===== src/rtl/fpu_pkg.sv =====
// fpu_pkg: shared IEEE-754 single-precision definitions for the FPU units
// (sqrt, fsquare, ...).
// Contents: field widths and bias, the float_t field view, the canonical
// constant encodings and the zero/denormal test applied before any unit
// touches an operand.
package fpu_pkg;

    localparam int unsigned EXP_W  = 8;
    localparam int unsigned FRAC_W = 23;
    localparam int unsigned BIAS   = 127;

    // Mantissa with hidden bit, and the full-width product of two mantissas
    localparam int unsigned MANT_W = FRAC_W + 1;
    localparam int unsigned PROD_W = 2 * MANT_W;

    typedef struct packed {
        logic              sign;
        logic [EXP_W-1:0]  exp;
        logic [FRAC_W-1:0] frac;
    } float_t;

    localparam float_t FP_ZERO = float_t'(32'h0000_0000);
    localparam float_t FP_PINF = float_t'(32'h7F80_0000);
    localparam float_t FP_QNAN = float_t'(32'h7FC0_0000);

    // Denormals are flushed, so they are treated exactly like zero
    function automatic logic is_zero_or_denorm(input float_t f);
        return f.exp == '0;
    endfunction

endpackage


===== src/rtl/fsq_mant_mul.sv =====
// fsq_mant_mul: 24x24 unsigned mantissa multiplier for fsquare.
// The operand is split into 12-bit halves; the three partial products
// (hi*hi, hi*lo, lo*lo) are registered when en is high and summed
// combinationally on the far side of the register.
// Ports:
//   clk, rst  clock and asynchronous active-high reset
//   en        pipeline advance; partial-product registers load only when set
//   a         mantissa operand (squared, so only one input is needed)
//   p         48-bit product of the registered partial products
module fsq_mant_mul
    import fpu_pkg::*;
(
    input  logic              clk,
    input  logic              rst,
    input  logic              en,
    input  logic [MANT_W-1:0] a,
    output logic [PROD_W-1:0] p
);

    localparam int unsigned HALF_W = MANT_W / 2;

    logic [HALF_W-1:0] a_hi, a_lo;
    logic [MANT_W-1:0] pp_hh_q, pp_hl_q, pp_ll_q;

    assign a_hi = a[MANT_W-1:HALF_W];
    assign a_lo = a[HALF_W-1:0];

    always_ff @(posedge clk or posedge rst) begin
        if (rst) begin
            pp_hh_q <= '0;
            pp_hl_q <= '0;
            pp_ll_q <= '0;
        end else if (en) begin
            pp_hh_q <= {{HALF_W{1'b0}}, a_hi} * {{HALF_W{1'b0}}, a_hi};
            pp_hl_q <= {{HALF_W{1'b0}}, a_hi} * {{HALF_W{1'b0}}, a_lo};
            pp_ll_q <= {{HALF_W{1'b0}}, a_lo} * {{HALF_W{1'b0}}, a_lo};
        end
    end

    // a*a = hh<<24 + 2*hl<<12 + ll; the doubled cross term becomes a shift by 13
    assign p = {pp_hh_q, {MANT_W{1'b0}}}
             + {{(HALF_W-1){1'b0}}, pp_hl_q, {(HALF_W+1){1'b0}}}
             + {{MANT_W{1'b0}}, pp_ll_q};

endmodule


===== src/rtl/fsquare.sv =====
// fsquare: pipelined single-precision squaring unit, y = x*x.
// Three stages S1 (field capture) -> S2 (mantissa product) -> S3 (normalise,
// truncate, select result). All stages advance together when the output is
// empty or being consumed; in_ready is that advance signal.
// Zero/denormal inputs and underflowing results flush to +0; the result sign
// is always 0; no rounding (truncation).
// Optional feature macro FSQ_OVF_EN: adds the ovf port and saturates
// overflow / infinite inputs to +Inf (ovf=1), NaN inputs to a quiet NaN.
// Without it the exponent field simply wraps and e==255 is not special.
// Ports:
//   clk, rst             clock and asynchronous active-high reset
//   in_valid, in_ready   input handshake for operand x
//   x                    IEEE-754 single operand
//   out_valid, out_ready output handshake for result y
//   y                    IEEE-754 single result
//   ovf                  overflow flag (FSQ_OVF_EN only), valid with out_valid
module fsquare
    import fpu_pkg::*;
(
    input  logic        clk,
    input  logic        rst,
    input  logic        in_valid,
    output logic        in_ready,
    input  logic [31:0] x,
    output logic        out_valid,
    input  logic        out_ready,
`ifdef FSQ_OVF_EN
    output logic        ovf,
`endif
    output logic [31:0] y
);

    // Signed exponent of the square: needs two extra bits over EXP_W
    localparam int unsigned EW = EXP_W + 2;

    float_t xin;
    logic   adv;

    logic              s1_valid, s1_zero;
    logic [EXP_W-1:0]  s1_exp;
    logic [MANT_W-1:0] s1_mant;

    logic              s2_valid, s2_zero;
    logic [EXP_W-1:0]  s2_exp;
    logic [PROD_W-1:0] s2_prod;

    logic              s3_valid;
    float_t            y_q, y_d;
    logic              ovf_d;
    logic              carry, underflow;
    logic [FRAC_W-1:0] norm_frac;
    logic [EW-1:0]     exp_full;

`ifdef FSQ_OVF_EN
    logic s1_inf, s1_nan, s2_inf, s2_nan, ovf_q, overflow;
`endif

    logic unused_bits;

    assign xin       = x;
    assign adv       = ~s3_valid | out_ready;
    assign in_ready  = adv;
    assign out_valid = s3_valid;
    assign y         = y_q;
    assign unused_bits = ^{xin.sign, s2_prod[FRAC_W-1:0], ovf_d};

    // S1: capture magnitude fields; a bubble enters as valid=0
    always_ff @(posedge clk or posedge rst) begin
        if (rst) begin
            s1_valid <= 1'b0;
            s1_zero  <= 1'b0;
            s1_exp   <= '0;
            s1_mant  <= '0;
        end else if (adv) begin
            s1_valid <= in_valid;
            s1_zero  <= is_zero_or_denorm(xin);
            s1_exp   <= xin.exp;
            s1_mant  <= {1'b1, xin.frac};
        end
    end

    fsq_mant_mul u_mant_mul (
        .clk (clk),
        .rst (rst),
        .en  (adv),
        .a   (s1_mant),
        .p   (s2_prod)
    );

    // S2: control that travels alongside the registered partial products
    always_ff @(posedge clk or posedge rst) begin
        if (rst) begin
            s2_valid <= 1'b0;
            s2_zero  <= 1'b0;
            s2_exp   <= '0;
        end else if (adv) begin
            s2_valid <= s1_valid;
            s2_zero  <= s1_zero;
            s2_exp   <= s1_exp;
        end
    end

`ifdef FSQ_OVF_EN
    always_ff @(posedge clk or posedge rst) begin
        if (rst) begin
            s1_inf <= 1'b0;
            s1_nan <= 1'b0;
            s2_inf <= 1'b0;
            s2_nan <= 1'b0;
        end else if (adv) begin
            s1_inf <= (xin.exp == '1);
            s1_nan <= (xin.exp == '1) & (xin.frac != '0);
            s2_inf <= s1_inf;
            s2_nan <= s1_nan;
        end
    end
`endif

    // S3 next-state: the product of two [1,2) mantissas lies in [1,4),
    // so normalising is at most one right shift (carry)
    always_comb begin
        carry     = s2_prod[PROD_W-1];
        norm_frac = carry ? s2_prod[PROD_W-2 -: FRAC_W] : s2_prod[PROD_W-3 -: FRAC_W];
        exp_full  = {1'b0, s2_exp, 1'b0} - EW'(BIAS) + {{(EW-1){1'b0}}, carry};
        underflow = exp_full[EW-1] | (exp_full == '0);
        ovf_d     = 1'b0;
        y_d       = FP_ZERO;
`ifdef FSQ_OVF_EN
        overflow  = ~exp_full[EW-1] & (exp_full >= EW'((1 << EXP_W) - 1));
        if (s2_zero) begin
            y_d = FP_ZERO;
        end else if (s2_nan) begin
            y_d = FP_QNAN;
        end else if (s2_inf | overflow) begin
            y_d   = FP_PINF;
            ovf_d = 1'b1;
        end else if (!underflow) begin
            y_d.exp  = exp_full[EXP_W-1:0];
            y_d.frac = norm_frac;
        end
`else
        if (!s2_zero && !underflow) begin
            y_d.exp  = exp_full[EXP_W-1:0];
            y_d.frac = norm_frac;
        end
`endif
    end

    always_ff @(posedge clk or posedge rst) begin
        if (rst) begin
            s3_valid <= 1'b0;
            y_q      <= FP_ZERO;
        end else if (adv) begin
            s3_valid <= s2_valid;
            y_q      <= y_d;
        end
    end

`ifdef FSQ_OVF_EN
    always_ff @(posedge clk or posedge rst) begin
        if (rst) begin
            ovf_q <= 1'b0;
        end else if (adv) begin
            ovf_q <= ovf_d;
        end
    end
    assign ovf = ovf_q;
`endif

endmodule


===== config.mk =====
export PLATFORM = sky130hd
export DESIGN_NAME = fsquare
export DESIGN_NICKNAME = d
export VERILOG_FILES = /design/src/rtl/fpu_pkg.sv /design/src/rtl/fsq_mant_mul.sv /design/src/rtl/fsquare.sv
export SDC_FILE = /design/constraint.sdc
export NUM_CORES = 1
export LEC_CHECK = 0
export CORE_MARGIN = 1
export CORE_UTILIZATION = 37
export DETAILED_ROUTE_END_ITERATION = 10
export HOLD_SLACK_MARGIN = 0.06
export PLACE_DENSITY = 0.5
export SLEW_MARGIN = 40
export SYNTH_ARGS = -nofsm -noshare
export SYNTH_HDL_FRONTEND = slang
export SYNTH_SLANG_ARGS = --single-unit

===== constraint.sdc =====
create_clock -name clk -period 7.95 [get_ports clk]
set_input_delay 1.9875 -clock clk [delete_from_list [all_inputs] [get_ports clk]]
set_output_delay 1.9875 -clock clk [all_outputs]
set_load 0.02 [all_outputs]

# Word-level counts from Yosys, hierarchy flattened
# Cells that the tools add are included.
[word_totals]
reg_bits = 148
inputBits = 36
out_inout_bits = 34
word_cells = 30
[classes]
add_sub_neg = 4
mul = 3
muxes = 2
n_bitwise = 3
reduce_logical = 5
[ops]
columns = ["op", "n"]
rows = [
  ["$mul 12x12->24", 3],
  ["$add 48x24->48", 1],
  ["$add 48x37->48", 1],
  ["$mux 31", 1],
  ["$mux 23", 1],
  ["$add 10x1->10", 1],
  ["$logic_not 10->1", 1],
  ["$sub 9x7->10 const B", 1],
  ["$logic_not 8->1", 1],
  ["$logic_not 1->1", 2],
  ["$or 1x1->1", 2],
  ["$logic_and 1x1->1", 1],
  ["$not 1->1", 1],
]

# Depth between registers and ports, before layout
[logic_depth]
depth_word = 8
depth_mapped = 22
ltp_nobuf = 21

# By module
# Synthesis repeated with hierarchy kept, for this count alone.
[unflattened]
cells_unflattened = 2255
hier_area_um2 = 20253.2
[by_module_without_submodules]
columns = ["module", "n_inst", "cells_per_inst", "area_each_um2"]
rows = [
  ["fsq_mant_mul", 1, 1861, 16549.6],
  ["fsquare", 1, 394, 3703.6],
]

# Worst setup path after synthesis
# Ideal clock, no wire load.
[synth_path]
path_kind = "reg-to-reg"
start = "reg s1_mant[4]"
end = "reg u_mant_mul.pp_ll_q[22]"
setup_time_ps = 120
arrival_ps = 5512
required_ps = 7830
slack_ps = 2319
path_stages_with_launch = 20
path_cell_list = "dfrtp_1 clkbuf_1 clkbuf_1 nand2_1 fa_1 inv_1 fa_1 fa_1 fa_1 inv_1 fa_1 inv_1 ha_1 a21o_1 a221o_1 a211oi_2 nor3_1 o31a_1 or3_1 a31o_1"
[synth_between]
elab_chain_len = 1
[synth_rtl]
columns = ["element", "line_no", "rtl"]
rows = [
  ["start: declaration", "fsquare.sv:41", "logic [MANT_W-1:0] s1_mant;"],
  ["start signal: assignment", "fsquare.sv:78", "s1_mant <= {1'b1, xin.frac};"],
  ["$mul 12x12->24", "fsq_mant_mul.sv:36", "pp_ll_q <= {{HALF_W{1'b0}}, a_lo} * {{HALF_W{1'b0}}, a_lo};"],
  ["end signal: assignment", "fsq_mant_mul.sv:36", ""],
  ["end: declaration", "fsq_mant_mul.sv:23", "logic [MANT_W-1:0] pp_hh_q, pp_hl_q, pp_ll_q;"],
]
# Every way passes these cells.
# A chain may end at the register's enable or synchronous reset.

# Worst setup path in the final report
[layout_path]
start = "reg s1_mant[16]"
end = "reg u_mant_mul.pp_hl_q[20]"
[layout_between]
elab_chain_len = 1
[layout_rtl]
columns = ["element", "line_no", "rtl"]
rows = [
  ["$mul 12x12->24", "fsq_mant_mul.sv:35", "pp_hl_q <= {{HALF_W{1'b0}}, a_hi} * {{HALF_W{1'b0}}, a_lo};"],
  ["end signal: assignment", "fsq_mant_mul.sv:35", ""],
  ["end: declaration", "fsq_mant_mul.sv:23", ""],
]
# Every way passes these cells.

==> results.md <==
* Routed metal-1 wirelength at 20600 µm
* Cell taking the most area after synthesis: fa_1
* EDFF count, synth at 0
* # IOs at 70
* Total track usage at 18.7%
* TNS Setup at 0 ps
* CTS clk-pin slew, worst paths at 70 ps
* Crit path kind: register to register
* Flops & latches, synth at 134
* YS warnings at 0
* Cell variety after synth at 79
* Outcome: finished, final reports clean
* Met2 routed WL at 22500 µm
* Via count at 14000
* Period minus WS final at 6140 ps
* DR pass1 iterations at 7
* Core ar. at 50200 µm²
* Layout area overhead at 10.4%
* Hold path cells at 1
* Final #Nets at 2678
* Largest net degree at the start of global routing at 80
* Most frequent cells in the layout: 406 x inv_1, 383 x nand2_1, 259 x fa_1
* Min-delay src: s2_valid$_DFFE_PP0P_
* DR top layer: met4
* Final setup violating endpoints at 0
* Post_cts resized at 0
* Hold_buf cts at 0
* Die Span Y at 227 µm
* Ys async rst share at 100%
* Clock sink count at 134
* Starting density of the core at 37.4%
* Port-buffer cells at 67
* Die Wd at 227 µm
* Area contributors post-synth: fa_1 28%, dfrtp_1 18%, ha_1 13%
* RD Place Congestion at 0.814
* Multi-input gate area at 13500 µm²
* Initial antenna violation count at 0
* Final Hold Viols at 0
* WL final at 44600 µm
* FILL cells at 5023
* Worst skew pair latency at 490 ps
* Synth top area share at 27.6%
* DRT antenna net count at 0
* Crit path max fanout at 14
* Setup crit start kind: register
* First-pass GRT wire length at 75100 µm
* Crit end category: register
* Residual DRC at 0
* Root Driver: clkbuf_16
* Syn_area_per_cell at 8.63 µm²
* Row cnt at 82
* Critical path origin: s1_mant[16]$_DFFE_PP0P_
* CP Data Required Time at 8330 ps
* Post-synthesis sequential area ratio at 17.8%
* Maxcap violations at 0
* Postcts setup bufs at 0
* Die area at 51700 µm²
* Bufs on Longest Clock Path at 2
* Num CTS Buffers at 17
* Setup Skew at 23.1 ps
* WP data arrival at 6530 ps
* WL met3 at 900 µm
* Syn nets at 2668
* TritonCTS clock tree: done
* HPWL after DPL at 34300 µm
* HP Class: register to register
* Worst-margin pin slew at 765 ps
* Mapped Area at 18800 µm²
* Reg-to-reg critical path startpoint: s1_mant[16]$_DFFE_PP0P_
* Slew margin rel. at 49.0%
* FF/Latch Area at 3370 µm²
* Synth Instances at 2176
* CTS H-tree depth at 4
* Max Clk Rate at 0.163 GHz
* RSZ-0062 raised after global routing: no
* First DRT Iteration DRCs at 559
* R2R depth at 18
* Proportion of layout cells with a drive suffix above 1 at 4.68%
* Avg WL per Cell at 15.5 µm
* Fin. max-slew vios at 0
* Synth Flop Type: dfrtp_1
* Grt total ovfl at 0
* Via density per instance at 4.89
* Vias in the first global route at 14900
* Final period utilization at 77.3%
* Most common cell after layout, fill and taps aside: inv_1
worst max-delay path: stages, from the launching register on:
cell and delay [ps]:
dfrtp_1 730, buf_4 350, nand2_1 110, fa_1 510
fa_1 510, inv_1 40, ha_1 310, fa_1 540
inv_1 60, fa_1 520, inv_1 40, ha_1 320
a21boi_0 310, o21a_1 180, o21ai_0 150, a211oi_1 560
o21ai_0 310, and4_1 260, o31ai_1 220
final timing paths:
check | endpoint | slack [ps]
setup reg to reg | u_mant_mul.pp_hl_q[20]$_DFFE_PP0P_ | 1810
min in group asynchronous | u_mant_mul.pp_hl_q[3]$_DFFE_PP0P_ | 2000
setup / recovery | u_mant_mul.pp_hl_q[20]$_DFFE_PP0P_ | 1810
max in group asynchronous | u_mant_mul.pp_hh_q[22]$_DFFE_PP0P_ | 4810
hold reg to reg | out_valid$_DFFE_PP0P_ | 460
hold / removal | out_valid$_DFFE_PP0P_ | 460
Yosys cell counts (all sizes together), types with 16 or more instances:
master    n
nand2   384
nor2     92
dfrtp   134
o31ai    16
inv     409
o21ai    75
a21oi    78
fa      259
a21o     21
ha      197
xnor2    40
clkbuf   87
nor3     23
nand3    31
xor2     24
and2    132
routing by layer:
metal	GRT usage, %	vias up
met5	0	-
met4	5.52	0
met3	2.45	39
met2	32.4	123
met1	24.2	7067
li1	-	6817
cell families (layout without fill, tap and decap cells):
family	Yosys count	in the layout	share of synthesized area [%]
multiplexers	11	11	0.713
XOR/XNOR	64	64	3.02
adder cells (fa/ha/maj)	456	456	40.7
buffers and inverters	507	530	10.3
AO/OA/AOI/OAI	273	273	9.54
AND/OR/NAND/NOR	730	730	17.8
flip-flops	134	134	17.8
other	1	2	0.0200
area by class of cell:
type / instances / share of cell area [%]
clock inverters: 13 / 0.935
well taps: 672 / 4.05
inverters: 409 / 7.45
multi-input cells: 1535 / 65.1
flip-flops and latches: 134 / 16.2
repair buffers: 89 / 4.03
clock buffers: 19 / 2.18
diodes: 1 / 0.0121
through the flow:
stage	hold WS, ps	cell area [µm²]	utilization, %	setup slack (ps)	instances
global route	481	20700	41.3	1420	2871
global placement	448	20100	40.0	1580	2839
floorplan	430	18800	-	2320	2176
CTS	462	20700	41.3	1750	2871
detailed placement	447	20100	40.0	1790	2839
finish	458	20700	41.3	1810	2872
state kept, by name, summed over array words and instances, names as in the netlist, 8 cells and up:
| register | count |
|---|---|
| s1_exp | 8 |
| s1_mant | 24 |
| s2_exp | 8 |
| u_mant_mul.pp_hh_q | 23 |
| u_mant_mul.pp_hl_q | 24 |
| u_mant_mul.pp_ll_q | 11 |
| y | 31 |
Power is left out: the tool's default activity adds up to more than one toggle a clock period on the data nets, which glitch-free logic cannot reach.
